## src/rtl/ps2_pkg.sv

```systemverilog
// Shared PS/2 definitions: host transmitter states plus command and response byte codes.
// The same constants are used by the keyboard receiver and translator.
package ps2_pkg;

    typedef enum logic [2:0] {
        IDLE,
        INHIBIT,
        RELEASE,
        SEND,
        STOP,
        ACK,
        WAIT_IDLE
    } tx_state_t;

    localparam logic [7:0] CMD_SET_LED = 8'hED;
    localparam logic [7:0] CMD_ECHO    = 8'hEE;
    localparam logic [7:0] CMD_ENABLE  = 8'hF4;
    localparam logic [7:0] CMD_RESET   = 8'hFF;

    localparam logic [7:0] RSP_ACK     = 8'hFA;
    localparam logic [7:0] RSP_BAT_OK  = 8'hAA;

endpackage

```

## src/rtl/ps2_clk_filter.sv

```systemverilog
// PS/2 line conditioning: 2-FF synchronisers on clock and data, a FILTER_LEN glitch
// filter on the clock, and a one-cycle pulse on each filtered falling edge.
module ps2_clk_filter #(
    parameter int unsigned FILTER_LEN = 8
) (
    input  logic Reloj,
    input  logic RST,
    input  logic ps2c_in,
    input  logic ps2d_in,
    output logic clk_filt,
    output logic data_sync,
    output logic fall
);

    logic [1:0]            c_sync;
    logic [1:0]            d_sync;
    logic [FILTER_LEN-1:0] hist;

    // Idle PS/2 lines float high, so everything resets to the released level.
    always_ff @(posedge Reloj or posedge RST) begin
        if (RST) begin
            c_sync   <= 2'b11;
            d_sync   <= 2'b11;
            hist     <= '1;
            clk_filt <= 1'b1;
            fall     <= 1'b0;
        end else begin
            c_sync <= {c_sync[0], ps2c_in};
            d_sync <= {d_sync[0], ps2d_in};
            hist   <= {hist[FILTER_LEN-2:0], c_sync[1]};
            fall   <= 1'b0;
            if (&hist) begin
                clk_filt <= 1'b1;
            end else if (~|hist) begin
                clk_filt <= 1'b0;
                fall     <= clk_filt;
            end
        end
    end

    assign data_sync = d_sync[1];

endmodule

```

## src/rtl/ps2_host_tx.sv

```systemverilog
// PS/2 host-to-device transmitter: inhibits the bus, sends one odd-parity command
// frame on device-generated clocks and reports ACK, NACK or timeout.
module ps2_host_tx
    import ps2_pkg::*;
#(
    parameter int unsigned INHIBIT_CYC = 12000,
    parameter int unsigned TIMEOUT_CYC = 2000000,
    parameter int unsigned FILTER_LEN  = 8
) (
    input  logic       Reloj,
    input  logic       RST,
    input  logic       ps2c_in,
    input  logic       ps2d_in,
    input  logic       tx_start,
    input  logic [7:0] tx_data,
    output logic       ps2c_oe,
    output logic       ps2d_oe,
    output logic       tx_busy,
    output logic       tx_done,
    output logic       tx_ack_err,
    output logic       tx_timeout,
    output logic       rx_inhibit
);

    localparam int unsigned INH_W = $clog2(INHIBIT_CYC + 1);
    localparam int unsigned TO_W  = $clog2(TIMEOUT_CYC + 1);
    localparam logic [INH_W-1:0] INH_LAST = INH_W'(INHIBIT_CYC - 1);
    localparam logic [INH_W-1:0] INH_DATA = INH_W'(INHIBIT_CYC - 2);
    localparam logic [TO_W-1:0]  TO_MAX   = TO_W'(TIMEOUT_CYC);

    tx_state_t        state, state_nxt;
    logic [INH_W-1:0] inh_cnt, inh_nxt;
    logic [TO_W-1:0]  to_cnt, to_nxt, to_inc;
    logic [3:0]       idx, idx_nxt;
    logic [8:0]       frame, frame_nxt;
    logic             ack_bad, ack_bad_nxt;
    logic             c_oe_nxt, d_oe_nxt, busy_nxt;
    logic             done_nxt, err_nxt, tout_nxt;
    logic             clk_filt, data_sync, fall;

    ps2_clk_filter #(
        .FILTER_LEN (FILTER_LEN)
    ) u_filter (
        .Reloj     (Reloj),
        .RST       (RST),
        .ps2c_in   (ps2c_in),
        .ps2d_in   (ps2d_in),
        .clk_filt  (clk_filt),
        .data_sync (data_sync),
        .fall      (fall)
    );

    always_ff @(posedge Reloj or posedge RST) begin
        if (RST) begin
            state      <= IDLE;
            inh_cnt    <= '0;
            to_cnt     <= '0;
            idx        <= '0;
            frame      <= '0;
            ack_bad    <= 1'b0;
            ps2c_oe    <= 1'b0;
            ps2d_oe    <= 1'b0;
            tx_busy    <= 1'b0;
            tx_done    <= 1'b0;
            tx_ack_err <= 1'b0;
            tx_timeout <= 1'b0;
        end else begin
            state      <= state_nxt;
            inh_cnt    <= inh_nxt;
            to_cnt     <= to_nxt;
            idx        <= idx_nxt;
            frame      <= frame_nxt;
            ack_bad    <= ack_bad_nxt;
            ps2c_oe    <= c_oe_nxt;
            ps2d_oe    <= d_oe_nxt;
            tx_busy    <= busy_nxt;
            tx_done    <= done_nxt;
            tx_ack_err <= err_nxt;
            tx_timeout <= tout_nxt;
        end
    end

    always_comb begin
        state_nxt   = state;
        inh_nxt     = inh_cnt;
        to_nxt      = to_cnt;
        idx_nxt     = idx;
        frame_nxt   = frame;
        ack_bad_nxt = ack_bad;
        c_oe_nxt    = 1'b0;
        d_oe_nxt    = ps2d_oe;
        done_nxt    = 1'b0;
        err_nxt     = 1'b0;
        tout_nxt    = 1'b0;
        to_inc      = (to_cnt == TO_MAX) ? to_cnt : to_cnt + TO_W'(1);

        case (state)
            IDLE: begin
                inh_nxt  = '0;
                to_nxt   = '0;
                d_oe_nxt = 1'b0;
                if (tx_start) begin
                    frame_nxt = {~^tx_data, tx_data};
                    c_oe_nxt  = 1'b1;
                    state_nxt = INHIBIT;
                end
            end
            INHIBIT: begin
                c_oe_nxt = 1'b1;
                inh_nxt  = inh_cnt + INH_W'(1);
                // Start bit goes low while the clock is still held, so it is valid at release.
                if (inh_cnt == INH_DATA) d_oe_nxt = 1'b1;
                if (inh_cnt == INH_LAST) begin
                    c_oe_nxt  = 1'b0;
                    d_oe_nxt  = 1'b1;
                    state_nxt = RELEASE;
                end
            end
            RELEASE: begin
                to_nxt    = to_inc;
                idx_nxt   = '0;
                state_nxt = SEND;
            end
            SEND: begin
                to_nxt = to_inc;
                if (fall) begin
                    d_oe_nxt  = ~frame[0];
                    frame_nxt = frame >> 1;
                    idx_nxt   = idx + 4'd1;
                    if (idx == 4'd8) state_nxt = STOP;
                end
            end
            STOP: begin
                to_nxt = to_inc;
                if (fall) begin
                    d_oe_nxt  = 1'b0;
                    state_nxt = ACK;
                end
            end
            ACK: begin
                to_nxt = to_inc;
                if (fall) begin
                    ack_bad_nxt = data_sync;
                    state_nxt   = WAIT_IDLE;
                end
            end
            WAIT_IDLE: begin
                to_nxt = to_inc;
                if (clk_filt && data_sync) begin
                    done_nxt  = ~ack_bad;
                    err_nxt   = ack_bad;
                    state_nxt = IDLE;
                end
            end
            default: state_nxt = IDLE;
        endcase

        // A stalled device aborts the frame; this overrides a coincident ACK edge.
        if ((state inside {RELEASE, SEND, STOP, ACK, WAIT_IDLE}) && (to_inc == TO_MAX)) begin
            state_nxt = IDLE;
            c_oe_nxt  = 1'b0;
            d_oe_nxt  = 1'b0;
            done_nxt  = 1'b0;
            err_nxt   = 1'b0;
            tout_nxt  = 1'b1;
        end

        busy_nxt = (state_nxt != IDLE);
    end

    assign rx_inhibit = tx_busy;

endmodule

```

## config.mk

```make
export PLATFORM = sky130hd
export DESIGN_NAME = ps2_host_tx
export DESIGN_NICKNAME = d
export VERILOG_FILES = /design/src/rtl/ps2_pkg.sv /design/src/rtl/ps2_clk_filter.sv /design/src/rtl/ps2_host_tx.sv
export SDC_FILE = /design/constraint.sdc
export NUM_CORES = 1
export LEC_CHECK = 0
export ABC_AREA = 0
export BUFFER_PORTS_ARGS = -buffer_cell sky130_fd_sc_hd__buf_2
export CAP_MARGIN = 20
export CORE_UTILIZATION = 25
export CTS_CLUSTER_SIZE = 30
export DETAILED_ROUTE_END_ITERATION = 7
export PLACE_DENSITY = 0.49
export SYNTH_ARGS = -nofsm -noshare
export SYNTH_HDL_FRONTEND = slang
export SYNTH_SLANG_ARGS = --single-unit
```

## constraint.sdc

```tcl
create_clock -name Reloj -period 4.34 [get_ports Reloj]
set_clock_uncertainty 0.1 [all_clocks]
set_input_delay 0 -clock Reloj [delete_from_list [all_inputs] [get_ports Reloj]]
set_output_delay 0 -clock Reloj [all_outputs]
set_load 0.01 [all_outputs]
```

After elaboration in Yosys (flattened, before gate mapping):

Cells that the tools add are included.

* input bits: 13
* output and inout port bits: 7
* bits in registers: 72
* word-level logic and storage cells: 95

* reductions and logical operators: 18
* add/sub/neg operators: 3
* equality and inequality tests: 17
* bitwise logic cells: 2
* multiplexer cells: 38

Operators with widths (count)
* $eq 21x21->1 const B: 2
* $pmux 21 s2: 1
* $eq 14x14->1 const B: 2
* $pmux 14 s2: 1
* $mux 3: 8
* $add 21x1->21 const B: 1
* $mux 21: 1
* $pmux 3 s7: 1
* $mux 1: 19
* $mux 9: 2
* $pmux 9 s2: 1
* $add 14x1->14 const B: 1
* $reduce_bool 5->1: 2
* $eq 3x3->1 const B: 3
* $pmux 4 s2: 1
* $reduce_and 8->1: 1
* $reduce_bool 2->1: 4
* $reduce_or 8->1: 1
* $reduce_xnor 8->1: 1
* $eq 3x2->1 const B: 2
* $ne 3x1->1 const B: 2
* $reduce_or 5->1: 1
* $add 4x1->4 const B: 1
* $eq 4x4->1 const B: 1
* 14 further kinds: 18

Depth between registers and ports, before layout:

* word-level depth: 6
* depth in mapped cells: 9

Modules after synthesis:

From an unflattened synthesis, not the netlist that was laid out.

* cell total of the unflattened synthesis: 430
* area total of the unflattened synthesis: 3985.1 um^2

By module, submodules not included
* ps2_host_tx: instances 1, cells each 408, seq. area each 1451.4 um^2, area each 3558.4 um^2
* ps2_clk_filter: instances 1, cells each 22, seq. area each 366.6 um^2, area each 426.7 um^2

Worst setup path after synthesis:

No wires, ideal clock.

* kind: flip-flop to flip-flop
* from: register to_cnt[0]
* to: register state[0]
* setup slack: 2.026 ns
* library setup time: 0.142 ns
* arrival time: 2.072 ns
* cell stages (with the launch flop): 9
* path buffers: 1
* cell sequence: dfrtp_1 > ha_1 > and2_1 > clkbuf_1 > a41oi_1 > nor4_1 > nand4_1 > and4bb_4 > a21oi_2

* cells in the longest elaborated chain, start to end: 5
* elaborated cells on any way between the ends: 6
* those cells by class: 1 x add/sub; 2 x eq/ne; 2 x mux; 1 x reduce/logical

RTL lines
* from (decl): line ps2_host_tx.sv:33 `logic [TO_W-1:0] to_cnt, to_nxt, to_inc;`
* from (signal assigned): line ps2_host_tx.sv:70 `to_cnt <= to_nxt;`
* $add 21x1->21 or $eq 21x21->1 (tied branches): line ps2_host_tx.sv:95 `to_inc = (to_cnt == TO_MAX) ? to_cnt : to_cnt + TO_W'(1);`
* $mux 21 (*): line ps2_host_tx.sv:95
* $eq 21x21->1 (*): line ps2_host_tx.sv:159 `if ((state inside {RELEASE, SEND, STOP, ACK, WAIT_IDLE}) && (to_inc == TO_MAX)) begin`
* $logic_and 1x1->1 (*): line ps2_host_tx.sv:159
* $mux 3 (*): line ps2_host_tx.sv:159
* net state_nxt[0]: line ps2_host_tx.sv:31 `tx_state_t state, state_nxt;`
* to (signal assigned): line ps2_host_tx.sv:68 `state <= state_nxt;`
* to (decl): line ps2_host_tx.sv:31

The timed path passes the listed nets; every way through them passes the cells marked *.
A chain may end at the register's enable or synchronous reset.

Worst setup path in the final report:

* from: register to_cnt[4]
* to: register tx_done

* cells in the longest elaborated chain, start to end: 5
* elaborated cells on any way between the ends: 6
* those cells by class: 1 x add/sub; 2 x eq/ne; 2 x mux; 1 x reduce/logical

RTL lines
* $add 21x1->21 or $eq 21x21->1 (tied branches): line ps2_host_tx.sv:95
* $mux 21 (*): line ps2_host_tx.sv:95
* $eq 21x21->1 (*): line ps2_host_tx.sv:159
* $logic_and 1x1->1 (*): line ps2_host_tx.sv:159
* $mux 1 (*): line ps2_host_tx.sv:159
* net done_nxt: line ps2_host_tx.sv:38 `logic done_nxt, err_nxt, tout_nxt;`
* to (signal assigned): line ps2_host_tx.sv:77 `tx_done <= done_nxt;`
* to (decl): line ps2_host_tx.sv:19 `output logic tx_done,`

Marked as above.

==> impl_metrics.toml <==
[logic_synthesis]
ys_ff_latch = 72
postSynthCellCount = 451
synth_top_area_cell = "dfrtp_1"
yosys_warnings = 0
seq_area_frac_synth = 0.439
ys_types = 62
synthMuxAreaShare = 0.0299
synth-compound-area-share = 0.176
syn-num-nets = 471
synth-simple-area-share = 0.239
synth_fa_ha_area_frac = 0.0212
synth_xor_area_frac = 0.0487
avgSynthCellArea_um2 = 9.17
synth-edff-count = 0
synth_top_family_by_area = "simple AND/OR/NAND/NOR gates"
synth.top_cell.area_share = 0.357
yosys-top-cells-area = "dfrtp_1 (36%), dfstp_2 (8.3%), o21ai_0 (6.7%)"
synthFlopType = "dfrtp_1"
syn_area_um2 = 4140
async_reset_ff_frac = 1.00

[clock_network]
numCtsBuffers = 9
clockBufferDepth = 2
cts_tree = "yes"
h-tree-depth = 3
cts_root_buf = "clkbuf_16"
numClockSinks = 72
clkSlewWorstSetupHoldPaths_ns = 0.06
cts_resized = 0
post_cts_buffers = 0
insertion_delay_ns = 0.35

[place]
finalWeightedCongestion = 0.868
io_buffers = 19
dpl.hpwl_um = 7070
place_ws_ns = 1.56

[timing]
period_share = 0.626
worst_slack_ns = 1.62
slew_headroom = 0.540
setup_viol = 0
worst_pin_slew_ns = 0.688
tns_ns = 0
max_freq_ghz = 0.368
finalMaxSlewViolations = 0
hold_viol_final = 0
rsz0062_at_grt = "no"
period_needed_ns = 2.72

[detailed_routing]
wl_per_cell_um = 14.6
remaining_drc_errors = 0
drt_iter0_drc = 304
routed_wl_um = 10100
num_vias = 3470
ant_nets = 0
first_pass_iters = 6
via_per_inst = 5.03

[setup_path]
cpMaxStageDelayCell = "or4_1"
cp-end-kind = "register"
arrival_ns = 2.83
critPathKind = "reg -> reg"
slowest_delay_ns = 0.73
crit_fanout = 11
rr_startpoint = "to_cnt[4]$_DFFE_PP0P_"
cp_top_family = "simple AND/OR/NAND/NOR gates"
timing.reg2reg.setup_slack_ns = 1.62
reg2reg_depth = 6
required_ns = 4.45
cp.buffers_inverters = 0
worst_setup_path_start_kind = "register"
reg2reg_to = "tx_done$_DFF_PP0_"
cp_cell_sequence = "nand4_4 -> or4_1 -> nor3_1 -> o22ai_2 -> nor4_2 -> a21oi_1"

[die]
core_um2 = 16000
die_area_um2 = 17100
io_pins = 20
die_w_um = 131
die_h_um = 131
rows = 46
start_util = 0.259

[min_path]
hp-class = "in -> reg"
hold-path-endpoint = "frame[8]$_DFFE_PP0P_"
min_from = "tx_start"
hold_path_depth = 3

[global_route]
grt_pass1_vias = 3306
grt_max_degree = 43
grt_pass1_wl_um = 17000
overflow = 0
grt_antenna_before_repair = 0
grt_use_total = 0.130

[layout]
n_antenna_cell = 0
area_growth_pct = 16.9
nets = 489
final_layout_size_suffix_gt1_frac = 0.160

[job]
drv_cap = 0

[power_and_ir_drop]
p_leak_uw = 0.00194
peakVddDrop_uv = 122
power_density_nw_per_um2 = 350

[outcome]
outcome = "finished, final reports clean"
-- flip-flops by register name, summed over array words and instances (netlist names), 2 cells and up --
name,cells
frame,9
idx,4
u_filter.c_sync,2
inh_cnt,14
u_filter.hist,8
to_cnt,21
u_filter.d_sync,2
state,3
-- cell families after synthesis --
logic type	count (synthesis)
and+or+nand+nor	179
AOI/OAI and AO/OA	114
DFF	72
xor gates and xnor gates	23
adders and majority gates	7
muxes	12
buffers and inverters	44
-- cell usage after synthesis (all sizes together) (11+ instances only) --
library cell / count
dfrtp: 59
nand3: 29
inv: 15
dfstp: 13
nor4: 11
buf: 12
nand2: 39
clkbuf: 17
a21oi: 18
o21ai: 55
xnor2: 16
nand4: 17
nor2: 29
and3: 12
-- per-stage QoR --
stage / cells / total power [uW] / util / hold WS [ns] / instance area (um2)
6_report: 690 / 1690 / 0.302 / 0.132 / 4840
4_1_cts: 688 / 1730 / 0.301 / 0.0985 / 4820
3_3_place_gp: 660 / 937 / 0.274 / 0.00891 / 4390
2_1_floorplan: 451 / 892 / - / -0.0955 / 4140
3_5_place_dp: 661 / 943 / 0.275 / 0.00717 / 4400
5_1_grt: 690 / 1790 / 0.302 / 0.124 / 4840
-- where the power goes --
part           leakage (uW)  internal (uW)  switching [uW]  total [uW]
registers          0.000924            733            47.2         780
logic              0.000859           72.5            83.8         156
clock network      0.000155            457             300         758
-- area by class of cell --
type / instances / area (um2)
fillers: 1700 / 11200
multi-input cells: 335 / 2130
flip-flops and latches: 72 / 1820
clock buffers: 12 / 278
well taps: 216 / 270
repair buffers: 36 / 254
inverters: 15 / 56.3
clock inverters: 4 / 32.5
-- placed cells by master, fill, tap and decap left out, drive strengths merged, types with 3 or more instances in the layout --
master | netlist | final
dfrtp | 59 | 59
o21ai | 55 | 55
nand2 | 39 | 39
nor2 | 29 | 29
nand3 | 29 | 29
buf | 12 | 25
a21oi | 18 | 18
nand4 | 17 | 17
inv | 15 | 17
xnor2 | 16 | 16
dfstp | 13 | 13
and3 | 12 | 12
clkbuf | 17 | 12
dlygate4sd3 | 0 | 11
nor4 | 11 | 11
o31ai | 10 | 10
mux2i | 9 | 9
nor3 | 8 | 8
xor2 | 7 | 7
ha | 7 | 7
and2 | 7 | 7
or3 | 4 | 4
or4 | 4 | 4
a22o | 4 | 4
and4 | 3 | 3
o21a | 3 | 3
mux2 | 3 | 3
-- worst register-to-register path: cells and delay by family, from the launching register on --
kind	cells	cell delay, ns
AND/OR/NAND/NOR	4	1.60
AO/OA/AOI/OAI	2	0.26
flip-flops	1	0.62
-- worst max-delay path by stage --
stage                                     start                endpoint  slack [ns]  depth (start not counted)
after global placement       state[2]$_DFF_PP0_  to_cnt[11]$_DFFE_PP0P_        1.62                          7
after CTS                    state[2]$_DFF_PP0_   to_cnt[4]$_DFFE_PP0P_        1.55                          7
after detailed placement     state[2]$_DFF_PP0_   to_cnt[4]$_DFFE_PP0P_        1.56                          7
after floorplan           to_cnt[0]$_DFFE_PP0P_      state[0]$_DFF_PP0_        2.03                          8
after global routing      to_cnt[0]$_DFFE_PP0P_      state[0]$_DFF_PP0_        1.48                          7
final                     to_cnt[4]$_DFFE_PP0P_       tx_done$_DFF_PP0_        1.62                          6
-- routing by layer --
layer	vias up	global-route usage	part of all wire
li1	1676	-	-
met1	1693	0.180	0.49
met2	91	0.191	0.44
met3	10	0.0281	0.051
met4	0	0.0622	0.014
met5	-	0	0
-- what timing repair did --
action | 4_1_cts | 5_1_grt
hold buffers | 11 | 0
setup endpoints to repair | 0 | 0
hold endpoints to repair | 40 | 0
Note: power is estimated with default switching activity, not from simulation.
